`src/rtl/writeback_stage_if.sv`:
```
// Writeback stage bundle: upstream instruction/memory-response inputs and register-file/forwarding outputs.
// The stage takes the slave modport; whoever feeds the pipeline takes master.
interface writeback_stage_if #(
    parameter int DATA_W = 32,
    parameter int PC_W   = 13,
    parameter int REG_AW = 3,
    parameter int CNT_W  = 32
);
    logic              in_valid;
    logic              in_ready;
    logic [PC_W-1:0]   pc_in;
    logic [DATA_W-1:0] alu_res;
    logic              mem_read;
    logic [1:0]        mem_size;
    logic              mem_signed;
    logic [REG_AW-1:0] write_reg_in;
    logic              write_en_in;
    logic [DATA_W-1:0] mem_rdata;
    logic              mem_rvalid;
    logic              flush;
    logic [PC_W-1:0]   pc_out;
    logic [DATA_W-1:0] write_data_out;
    logic [REG_AW-1:0] write_reg_out;
    logic              write_en_out;
    logic [CNT_W-1:0]  commit_count;

    modport master (
        output in_valid, pc_in, alu_res, mem_read, mem_size, mem_signed,
               write_reg_in, write_en_in, mem_rdata, mem_rvalid, flush,
        input  in_ready, pc_out, write_data_out, write_reg_out, write_en_out, commit_count
    );

    modport slave (
        input  in_valid, pc_in, alu_res, mem_read, mem_size, mem_signed,
               write_reg_in, write_en_in, mem_rdata, mem_rvalid, flush,
        output in_ready, pc_out, write_data_out, write_reg_out, write_en_out, commit_count
    );
endinterface

```
`src/rtl/writeback_stage.sv`:
```
// Writeback stage: picks ALU result or sized/extended load data; 1-cycle latency, stalls on outstanding loads.
// Backpressure: in_ready drops while waiting for (or draining) a memory response.
module writeback_stage #(
    parameter int DATA_W   = 32,
    parameter int PC_W     = 13,
    parameter int REG_AW   = 3,
    parameter int ZERO_REG = 1,
    parameter int CNT_W    = 32
) (
    input  logic clk,
    input  logic rst_n,
    writeback_stage_if.slave wb
);
    localparam int L = $clog2(DATA_W / 8);
    localparam logic [L-1:0] HMASK = ~L'(1);

    typedef enum logic [1:0] {IDLE = 2'd0, WAIT_MEM = 2'd1, DRAIN = 2'd2} state_t;

    state_t            state_q;
    logic [PC_W-1:0]   pc_q;
    logic [L-1:0]      off_q;
    logic [1:0]        size_q;
    logic              signed_q;
    logic [REG_AW-1:0] reg_q;
    logic              wen_q;

    logic [PC_W-1:0]   pc_out_q;
    logic [DATA_W-1:0] wdat_q;
    logic [REG_AW-1:0] wreg_q;
    logic              wen_out_q;
    logic [CNT_W-1:0]  cnt_q;

    logic              accept;
    logic [L-1:0]      ld_off_d;
    logic [1:0]        ld_size_d;
    logic              ld_signed_d;
    logic [7:0]        ld_byte;
    logic [15:0]       ld_half;
    logic [DATA_W-1:0] ld_dat_d;

    logic              commit_d;
    logic [PC_W-1:0]   commit_pc_d;
    logic [DATA_W-1:0] commit_dat_d;
    logic [REG_AW-1:0] commit_reg_d;
    logic              commit_wen_d;

    assign wb.in_ready       = (state_q == IDLE);
    assign accept            = wb.in_valid & wb.in_ready & ~wb.flush;
    assign wb.pc_out         = pc_out_q;
    assign wb.write_data_out = wdat_q;
    assign wb.write_reg_out  = wreg_q;
    assign wb.write_en_out   = wen_out_q;
    assign wb.commit_count   = cnt_q;

    // Load attributes come straight from the inputs on a zero-latency hit, else from the captured copy.
    always_comb begin
        ld_off_d    = (state_q == IDLE) ? wb.alu_res[L-1:0] : off_q;
        ld_size_d   = (state_q == IDLE) ? wb.mem_size       : size_q;
        ld_signed_d = (state_q == IDLE) ? wb.mem_signed     : signed_q;
        ld_byte     = 8'(wb.mem_rdata >> {ld_off_d, 3'b000});
        ld_half     = 16'(wb.mem_rdata >> {ld_off_d & HMASK, 3'b000});
        ld_dat_d    = wb.mem_rdata;
        case (ld_size_d)
            2'b00:   ld_dat_d = ld_signed_d ? DATA_W'($signed(ld_byte)) : DATA_W'(ld_byte);
            2'b01:   ld_dat_d = ld_signed_d ? DATA_W'($signed(ld_half)) : DATA_W'(ld_half);
            default: ld_dat_d = wb.mem_rdata;
        endcase
    end

    always_comb begin
        commit_d     = 1'b0;
        commit_pc_d  = pc_q;
        commit_dat_d = ld_dat_d;
        commit_reg_d = reg_q;
        commit_wen_d = wen_q;
        case (state_q)
            IDLE: begin
                if (accept && (!wb.mem_read || wb.mem_rvalid)) begin
                    commit_d     = 1'b1;
                    commit_pc_d  = wb.pc_in;
                    commit_dat_d = wb.mem_read ? ld_dat_d : wb.alu_res;
                    commit_reg_d = wb.write_reg_in;
                    commit_wen_d = wb.write_en_in;
                end
            end
            WAIT_MEM: commit_d = wb.mem_rvalid & ~wb.flush;
            default:  commit_d = 1'b0;
        endcase
    end

    always_ff @(posedge clk or negedge rst_n) begin
        if (!rst_n) begin
            state_q   <= IDLE;
            pc_q      <= '0;
            off_q     <= '0;
            size_q    <= '0;
            signed_q  <= 1'b0;
            reg_q     <= '0;
            wen_q     <= 1'b0;
            pc_out_q  <= '0;
            wdat_q    <= '0;
            wreg_q    <= '0;
            wen_out_q <= 1'b0;
            cnt_q     <= '0;
        end else begin
            wen_out_q <= 1'b0;
            if (commit_d) begin
                pc_out_q  <= commit_pc_d;
                wdat_q    <= commit_dat_d;
                wreg_q    <= commit_reg_d;
                wen_out_q <= commit_wen_d & ~((ZERO_REG != 0) && (commit_reg_d == '0));
                cnt_q     <= cnt_q + 1'b1;
            end
            case (state_q)
                IDLE: begin
                    if (accept && wb.mem_read && !wb.mem_rvalid) begin
                        pc_q     <= wb.pc_in;
                        off_q    <= wb.alu_res[L-1:0];
                        size_q   <= wb.mem_size;
                        signed_q <= wb.mem_signed;
                        reg_q    <= wb.write_reg_in;
                        wen_q    <= wb.write_en_in;
                        state_q  <= WAIT_MEM;
                    end
                end
                WAIT_MEM: begin
                    // A flushed load whose response is still outstanding must swallow it in DRAIN.
                    if (wb.flush)           state_q <= wb.mem_rvalid ? IDLE : DRAIN;
                    else if (wb.mem_rvalid) state_q <= IDLE;
                end
                DRAIN: begin
                    if (wb.mem_rvalid) state_q <= IDLE;
                end
                default: state_q <= IDLE;
            endcase
        end
    end
endmodule
```
`src/flat_wrapper.sv`:
```
// flat-port wrapper written by rule: the top's interface ports become plain ports
module writeback_stage_flat 
#(
    parameter int DATA_W   = 32,
    parameter int PC_W     = 13,
    parameter int REG_AW   = 3,
    parameter int ZERO_REG = 1,
    parameter int CNT_W    = 32
)
  (clk, rst_n, wb_in_valid, wb_pc_in, wb_alu_res, wb_mem_read, wb_mem_size, wb_mem_signed, wb_write_reg_in, wb_write_en_in, wb_mem_rdata, wb_mem_rvalid, wb_flush, wb_in_ready, wb_pc_out, wb_write_data_out, wb_write_reg_out, wb_write_en_out, wb_commit_count);
  writeback_stage_if #(.DATA_W(DATA_W), .PC_W(PC_W), .REG_AW(REG_AW), .CNT_W(CNT_W)) wb_i ();
  input  logic clk;
  input  logic rst_n;
  input wire logic [$bits(wb_i.in_valid)-1:0] wb_in_valid;
  input wire logic [$bits(wb_i.pc_in)-1:0] wb_pc_in;
  input wire logic [$bits(wb_i.alu_res)-1:0] wb_alu_res;
  input wire logic [$bits(wb_i.mem_read)-1:0] wb_mem_read;
  input wire logic [$bits(wb_i.mem_size)-1:0] wb_mem_size;
  input wire logic [$bits(wb_i.mem_signed)-1:0] wb_mem_signed;
  input wire logic [$bits(wb_i.write_reg_in)-1:0] wb_write_reg_in;
  input wire logic [$bits(wb_i.write_en_in)-1:0] wb_write_en_in;
  input wire logic [$bits(wb_i.mem_rdata)-1:0] wb_mem_rdata;
  input wire logic [$bits(wb_i.mem_rvalid)-1:0] wb_mem_rvalid;
  input wire logic [$bits(wb_i.flush)-1:0] wb_flush;
  output wire logic [$bits(wb_i.in_ready)-1:0] wb_in_ready;
  output wire logic [$bits(wb_i.pc_out)-1:0] wb_pc_out;
  output wire logic [$bits(wb_i.write_data_out)-1:0] wb_write_data_out;
  output wire logic [$bits(wb_i.write_reg_out)-1:0] wb_write_reg_out;
  output wire logic [$bits(wb_i.write_en_out)-1:0] wb_write_en_out;
  output wire logic [$bits(wb_i.commit_count)-1:0] wb_commit_count;
  assign wb_i.in_valid = wb_in_valid;
  assign wb_i.pc_in = wb_pc_in;
  assign wb_i.alu_res = wb_alu_res;
  assign wb_i.mem_read = wb_mem_read;
  assign wb_i.mem_size = wb_mem_size;
  assign wb_i.mem_signed = wb_mem_signed;
  assign wb_i.write_reg_in = wb_write_reg_in;
  assign wb_i.write_en_in = wb_write_en_in;
  assign wb_i.mem_rdata = wb_mem_rdata;
  assign wb_i.mem_rvalid = wb_mem_rvalid;
  assign wb_i.flush = wb_flush;
  assign wb_in_ready = wb_i.in_ready;
  assign wb_pc_out = wb_i.pc_out;
  assign wb_write_data_out = wb_i.write_data_out;
  assign wb_write_reg_out = wb_i.write_reg_out;
  assign wb_write_en_out = wb_i.write_en_out;
  assign wb_commit_count = wb_i.commit_count;
  writeback_stage #(.DATA_W(DATA_W), .PC_W(PC_W), .REG_AW(REG_AW), .ZERO_REG(ZERO_REG), .CNT_W(CNT_W)) u_core (.clk(clk), .rst_n(rst_n), .wb(wb_i));
endmodule
```
`config.mk`:
```
export PLATFORM = sky130hd
export DESIGN_NAME = writeback_stage_flat
export DESIGN_NICKNAME = d
export VERILOG_FILES = /design/src/rtl/writeback_stage_if.sv /design/src/rtl/writeback_stage.sv /design/src/flat_wrapper.sv
export SDC_FILE = /design/constraint.sdc
export NUM_CORES = 1
export LEC_CHECK = 0
export CORE_UTILIZATION = 46
export DETAILED_ROUTE_END_ITERATION = 10
export GPL_ROUTABILITY_DRIVEN = 1
export HOLD_SLACK_MARGIN = 0.08
export PLACE_DENSITY = 0.81
export SETUP_SLACK_MARGIN = 0.1
export SLEW_MARGIN = 20
export SYNTH_ARGS = -nofsm -noshare
export SYNTH_HDL_FRONTEND = slang
export SYNTH_SLANG_ARGS = --single-unit
export TNS_END_PERCENT = 50
```
`constraint.sdc`:
```
create_clock -name clk -period 2.3 [get_ports clk]
set_clock_uncertainty 0.15 [all_clocks]
set_input_delay 0.46 -clock clk [delete_from_list [all_inputs] [get_ports clk]]
set_output_delay 0.46 -clock clk [all_outputs]
set_load 0.03 [all_outputs]
```
# Word-level counts from Yosys, hierarchy flattened

Index checks and enable logic that the tools add are counted.

Output and inout bits: 82
Memories kept: 0
ROM bits: 0
Register bits after elaboration: 105
RAM bits: 0
Word-level logic and storage cells: 58
Latch bits: 0

Divide/modulo/power cells: 0
Shift-type cells: 2
Multiplexer cells: 23
Magnitude comparators: 0
$mul: 0
Add/sub/neg operators: 1
Equality and inequality tests: 4
Reductions and logical operators: 10
Bitwise operators: 6

Operators by type and width:

| cell                                                            | number |
|---|---|
| 32-bit 2-to-1 mux                                               | 5 |
| 32-bit case mux with 2 select lines                             | 1 |
| 32-bit by 1-bit adder with 32-bit output, second input constant | 1 |
| 32-bit by 5-bit right shift with 16-bit output                  | 1 |
| 32-bit by 5-bit right shift with 8-bit output                   | 1 |
| 13-bit 2-to-1 mux                                               | 2 |
| 2-bit 2-to-1 mux                                                | 6 |
| 3-bit 2-to-1 mux                                                | 2 |
| 2-bit case mux with 3 select lines                              | 1 |
| 1-bit 2-to-1 mux                                                | 5 |
| 1-bit bitwise AND                                               | 4 |
| 2-bit by 1-bit == test with 1-bit output, second input constant | 2 |
| 2-bit logical NOT                                               | 2 |
| 1-bit logical AND                                               | 3 |
| 3-bit logical NOT                                               | 1 |
| 2-bit == test, second input constant                            | 1 |
| 1-bit logical NOT                                               | 2 |
| 2-bit != test, second input constant                            | 1 |
| 1-bit NOT                                                       | 2 |
| 1-bit case mux with 2 select lines                              | 1 |
| 2-bit AND reduction                                             | 1 |
| 1-bit logical OR                                                | 1 |

# Longest topological paths before layout

Depth after elaboration: 10
Gate-level depth with buffers: 9

# Worst setup path after synthesis

Ideal clock, no wire load.

Path kind: reg2reg
Start point: register u_core.state_q[0]
End point: register u_core.wdat_q[17], in the netlist u_core.wb.write_data_out[17]
Stages on the path, launching flop included: 9
Clock period less this slack: 2.054 ns
Arrival time: 1.781 ns
Path slack: 0.246 ns
Data required time: 2.027 ns
Buffers on the path: 2
Path through: dfrtp_1 buf_6 nor2_8 mux2i_4 mux2i_1 nor2_1 o21ai_4 buf_6 a21oi_1

Word-level cells in the longest chain between the ends: 8
Elaborated cells between the ends (all ways): 20
Classes of those cells: eq/ne (2); shift (2); mux (11); bitwise (2); reduce/logical (3)

Ends and longest elaborated chain:

| item                                                                                                            | RTL line                                     | RTL |
|---|---|---|
| start, declared                                                                                                 | writeback_stage.sv:19                        | `state_t state_q;` |
| start signal, assigned                                                                                          | writeback_stage.sv:128                       | `if (wb.flush) state_q <= wb.mem_rvalid ? IDLE : DRAIN;` |
| 2-bit logical NOT                                                                                               | -                                            |  |
| 2-bit 2-to-1 mux                                                                                                | writeback_stage.sv:57                        | `ld_off_d = (state_q == IDLE) ? wb.alu_res[L-1:0] : off_q;` |
| 32-bit by 5-bit right shift with 16-bit output or 32-bit by 5-bit right shift with 8-bit output (tied branches) | writeback_stage.sv:61, writeback_stage.sv:60 |  |
| 32-bit 2-to-1 mux, on equally long branches                                                                     | writeback_stage.sv:65, writeback_stage.sv:64 |  |
| 32-bit case mux with 2 select lines                                                                             | writeback_stage.sv:63                        | `case (ld_size_d)` |
| 32-bit 2-to-1 mux                                                                                               | writeback_stage.sv:81                        | `commit_dat_d = wb.mem_read ? ld_dat_d : wb.alu_res;` |
| 32-bit 2-to-1 mux                                                                                               | writeback_stage.sv:78                        | `if (accept && (!wb.mem_read \|\| wb.mem_rvalid)) begin` |
| 32-bit 2-to-1 mux                                                                                               | writeback_stage.sv:76                        | `case (state_q)` |
| end signal, assigned                                                                                            | writeback_stage.sv:109                       | `wdat_q <= commit_dat_d;` |
| end, declared                                                                                                   | writeback_stage.sv:28                        | `logic [DATA_W-1:0] wdat_q;` |

Parallel ways exist; a longest one is shown, timed or not.
A chain may end at the register's enable or synchronous reset.

# Worst setup path in the final report

Start point: register u_core.cnt_q[2], in the netlist u_core.wb.commit_count[2]
End point: output wb_commit_count[2]

RTL lines:

| item                   | RTL line               | RTL |
|---|---|---|
| start, declared        | writeback_stage.sv:31  | `logic [CNT_W-1:0] cnt_q;` |
| start signal, assigned | writeback_stage.sv:112 | `cnt_q <= cnt_q + 1'b1;` |
| end, declared          | flat_wrapper.sv:30     | `output wire logic [$bits(wb_i.commit_count)-1:0] wb_commit_count;` |

No word-level cell between the ends.

==> results.cfg <==
[worst_setup_path]
cpMaxStageDelayCell = clkdlybuf4s50_1
cp_top_family = buffers and inverters
crit_chain = clkdlybuf4s50_1
end_kind = primary output
path_buf_inv = 1
crit_type = reg -> out
worstPathArrival_ns = 1.59
required_ns = 1.69
max_stage_delay_ns = 0.75
cp_max_fo = 7
critPathLaunchType = flip-flop

[yosys]
ys.flop_type = dfrtp_1
synth_nets = 562
netlist_area_um2 = 4940
synthTopCellsByArea = dfrtp_1, mux2_2, a21oi_1
ys_warn_count = 0
synth_area_per_cell_um2 = 10.5
postSynthCellCount = 471
netlist_top_cells_count = dfrtp_1, nand2_1, a21oi_1
synth_top_cell_by_area = dfrtp_1
yosys.cell_types.count = 52
synth-edff-count = 0
ys_seq_area_share_pct = 53.1
ys_seq_elements = 105
synth_top_area_share_pct = 53.1
async_flop_share_pct = 100
synth.most_common_cell = dfrtp_1

[die]
die_area_um2 = 11200
chipHeight_um = 106
io_pins = 172
design.core.area_um2 = 10400
die_w_um = 106
row_count = 37
start_util_pct = 47.7

[timing]
whs_ns = 0.327
hold_violations = 0
layout_min_cycle_time_ns = 2.20
setup-tns-final_ns = 0
slew_viol_final = 0
worst_pin_slew_ns = 0.563
grt_setup_unrepaired = yes
maxSlewHeadroom_pct = 62.5
fmax_mhz = 455
finalCritPeriodShare_pct = 95.6
worst_slack_ns = 0.101
finalSetupViolations = 0

[global_route]
use_met3_pct = 5.44
met2_usage_pct = 43.5
met1_usage_pct = 32.6
track_usage_pct = 25.9
antenna_found_initial = 0
grt.busiest_layer = met2
grt_overflow = 0
grt_max_degree = 43
grt_pass1_wl_um = 22600
grt_pass1_vias = 4530

[clocking]
cts_tree = yes
clockBufferDepth = 2
cts_num_sinks = 105
clkLatencyLatePin_ns = 0.36
clk_pin_slew_worst_paths_ns = 0.10
cts_made_buffers = 9
htreeDepth = 3
cts_root_buffer = clkbuf_8

[job]
drv_cap = 0

[final_layout]
n_antenna_cell = 0
finalNonFillerCells = 818
final_area_um2 = 7400
drive_gt1_share_pct = 15.7
fill_cells = 776
final_core_util_pct = 71.3
nets = 768
area_growth_pct = 49.6

[routing]
route.detailed.drc = 0
drt_iter0_drc = 284
ant_nets = 0
vias = 4599
vias_per_cell = 5.62
wire_per_inst_um = 17.5
totalWireLength_um = 14300
drt_first_pass_iters = 5

[power_and_ir_drop]
power.density_nw_per_um2 = 747
p_int_mw = 3.53
power.net_switching_mw = 1.99
ir_drop_mv = 0.516
p_sw_share_pct = 36.0
power_frac_clock_pct = 19.0
leakage_nw = 3.10
p_total_mw = 5.52
combPwrFrac_pct = 37.0
seqPwrFrac_pct = 44.0

[outcome]
run_status = complete, no violations

[placed_design]
gp_congestion = 0.916
hpwl_um = 10700
dp.cells = 797
place_ws_ns = -0.142
placedInstanceArea_um2 = 7100
numPortBuffers = 171

[min_path]
hold_class = reg -> reg
[layout make-up]
type | count | area, um^2 | area share (%)
flip-flops and latches | 105 | 2630 | 35.5
multi-input cells | 335 | 2240 | 30.2
repair buffers | 218 | 2150 | 29.1
well taps | 136 | 170 | 2.30
clock buffers | 9 | 124 | 1.67
clock inverters | 7 | 52.6 | 0.710
inverters | 8 | 30.0 | 0.406
[layer usage]
| layer | vias up | share of wire (%) |
|---|---|---|
| met5 | - | 0 |
| met4 | 0 | 3.0 |
| met3 | 31 | 7.1 |
| met2 | 181 | 49 |
| met1 | 2249 | 41 |
| li1 | 2138 | - |
[power groups by stage]
stage / Combinational [mW] / Sequential (mW) / Clock (mW)
after floorplan: 0.573 / 2.92 / 0
after global placement: 1.95 / 2.44 / 0
after detailed placement: 2.00 / 2.47 / 0
after CTS: 2.03 / 2.43 / 1.06
after global routing: 2.17 / 2.47 / 1.12
final: 2.05 / 2.43 / 1.05
[repair_timing]
item	4_1_cts	5_1_grt
setup endpoints to repair	27	31
pin swaps	2	4
endpoints found under the hold margin	39	0
resized for setup	13	7
hold buffers	1	0
setup buffers	4	0
[registers in the layout, summed over array words and instances, names as in the netlist]
register,count
u_core.reg_q,3
u_core.wb.write_en_out,1
u_core.pc_q,13
u_core.wb.write_reg_out,3
u_core.off_q,2
u_core.wb.commit_count,32
u_core.wb.pc_out,13
u_core.state_q,2
u_core.signed_q,1
u_core.wb.write_data_out,32
u_core.wen_q,1
u_core.size_q,2
[final timing paths]
kind	startpoint	to	slack, ns	depth (start not counted)
setup / recovery	u_core.wb.commit_count[2]	wb_commit_count[2]	0.10	1
hold / removal	u_core.wb.commit_count[31]	u_core.wb.commit_count[31]	0.33	1
setup reg to reg	u_core.state_q[0]	u_core.wb.write_data_out[11]	0.10	8
hold reg to reg	u_core.wb.commit_count[31]	u_core.wb.commit_count[31]	0.33	1
max in group asynchronous	rst_n	u_core.reg_q[2]	0.96	3
min in group asynchronous	rst_n	u_core.wb.write_data_out[21]	0.47	2
[logic make-up (layout without fill, tap and decap cells)]
family | Yosys count | count (layout) | share of synthesized area [%]
simple gates | 137 | 137 | 13.7
compound gates | 136 | 136 | 17.4
flops | 105 | 105 | 53.1
xor+xnor | 31 | 31 | 5.49
buf+inv | 31 | 242 | 3.01
mux | 30 | 30 | 7.06
fa+ha+maj | 1 | 1 | 0.253
[placed cells by master, fill, tap and decap left out, types with 9 or more instances in the layout]
master / Yosys / final
o22ai_1: 31 / 31
clkbuf_8: 0 / 9
mux2_2: 25 / 25
nand3_1: 13 / 13
nor2_1: 29 / 28
clkdlybuf4s50_1: 0 / 169
xnor2_1: 24 / 24
a31oi_1: 19 / 19
nand2_1: 61 / 61
dfrtp_1: 105 / 104
buf_4: 3 / 37
a21oi_1: 52 / 52
Power figures use the tool's default switching activity.
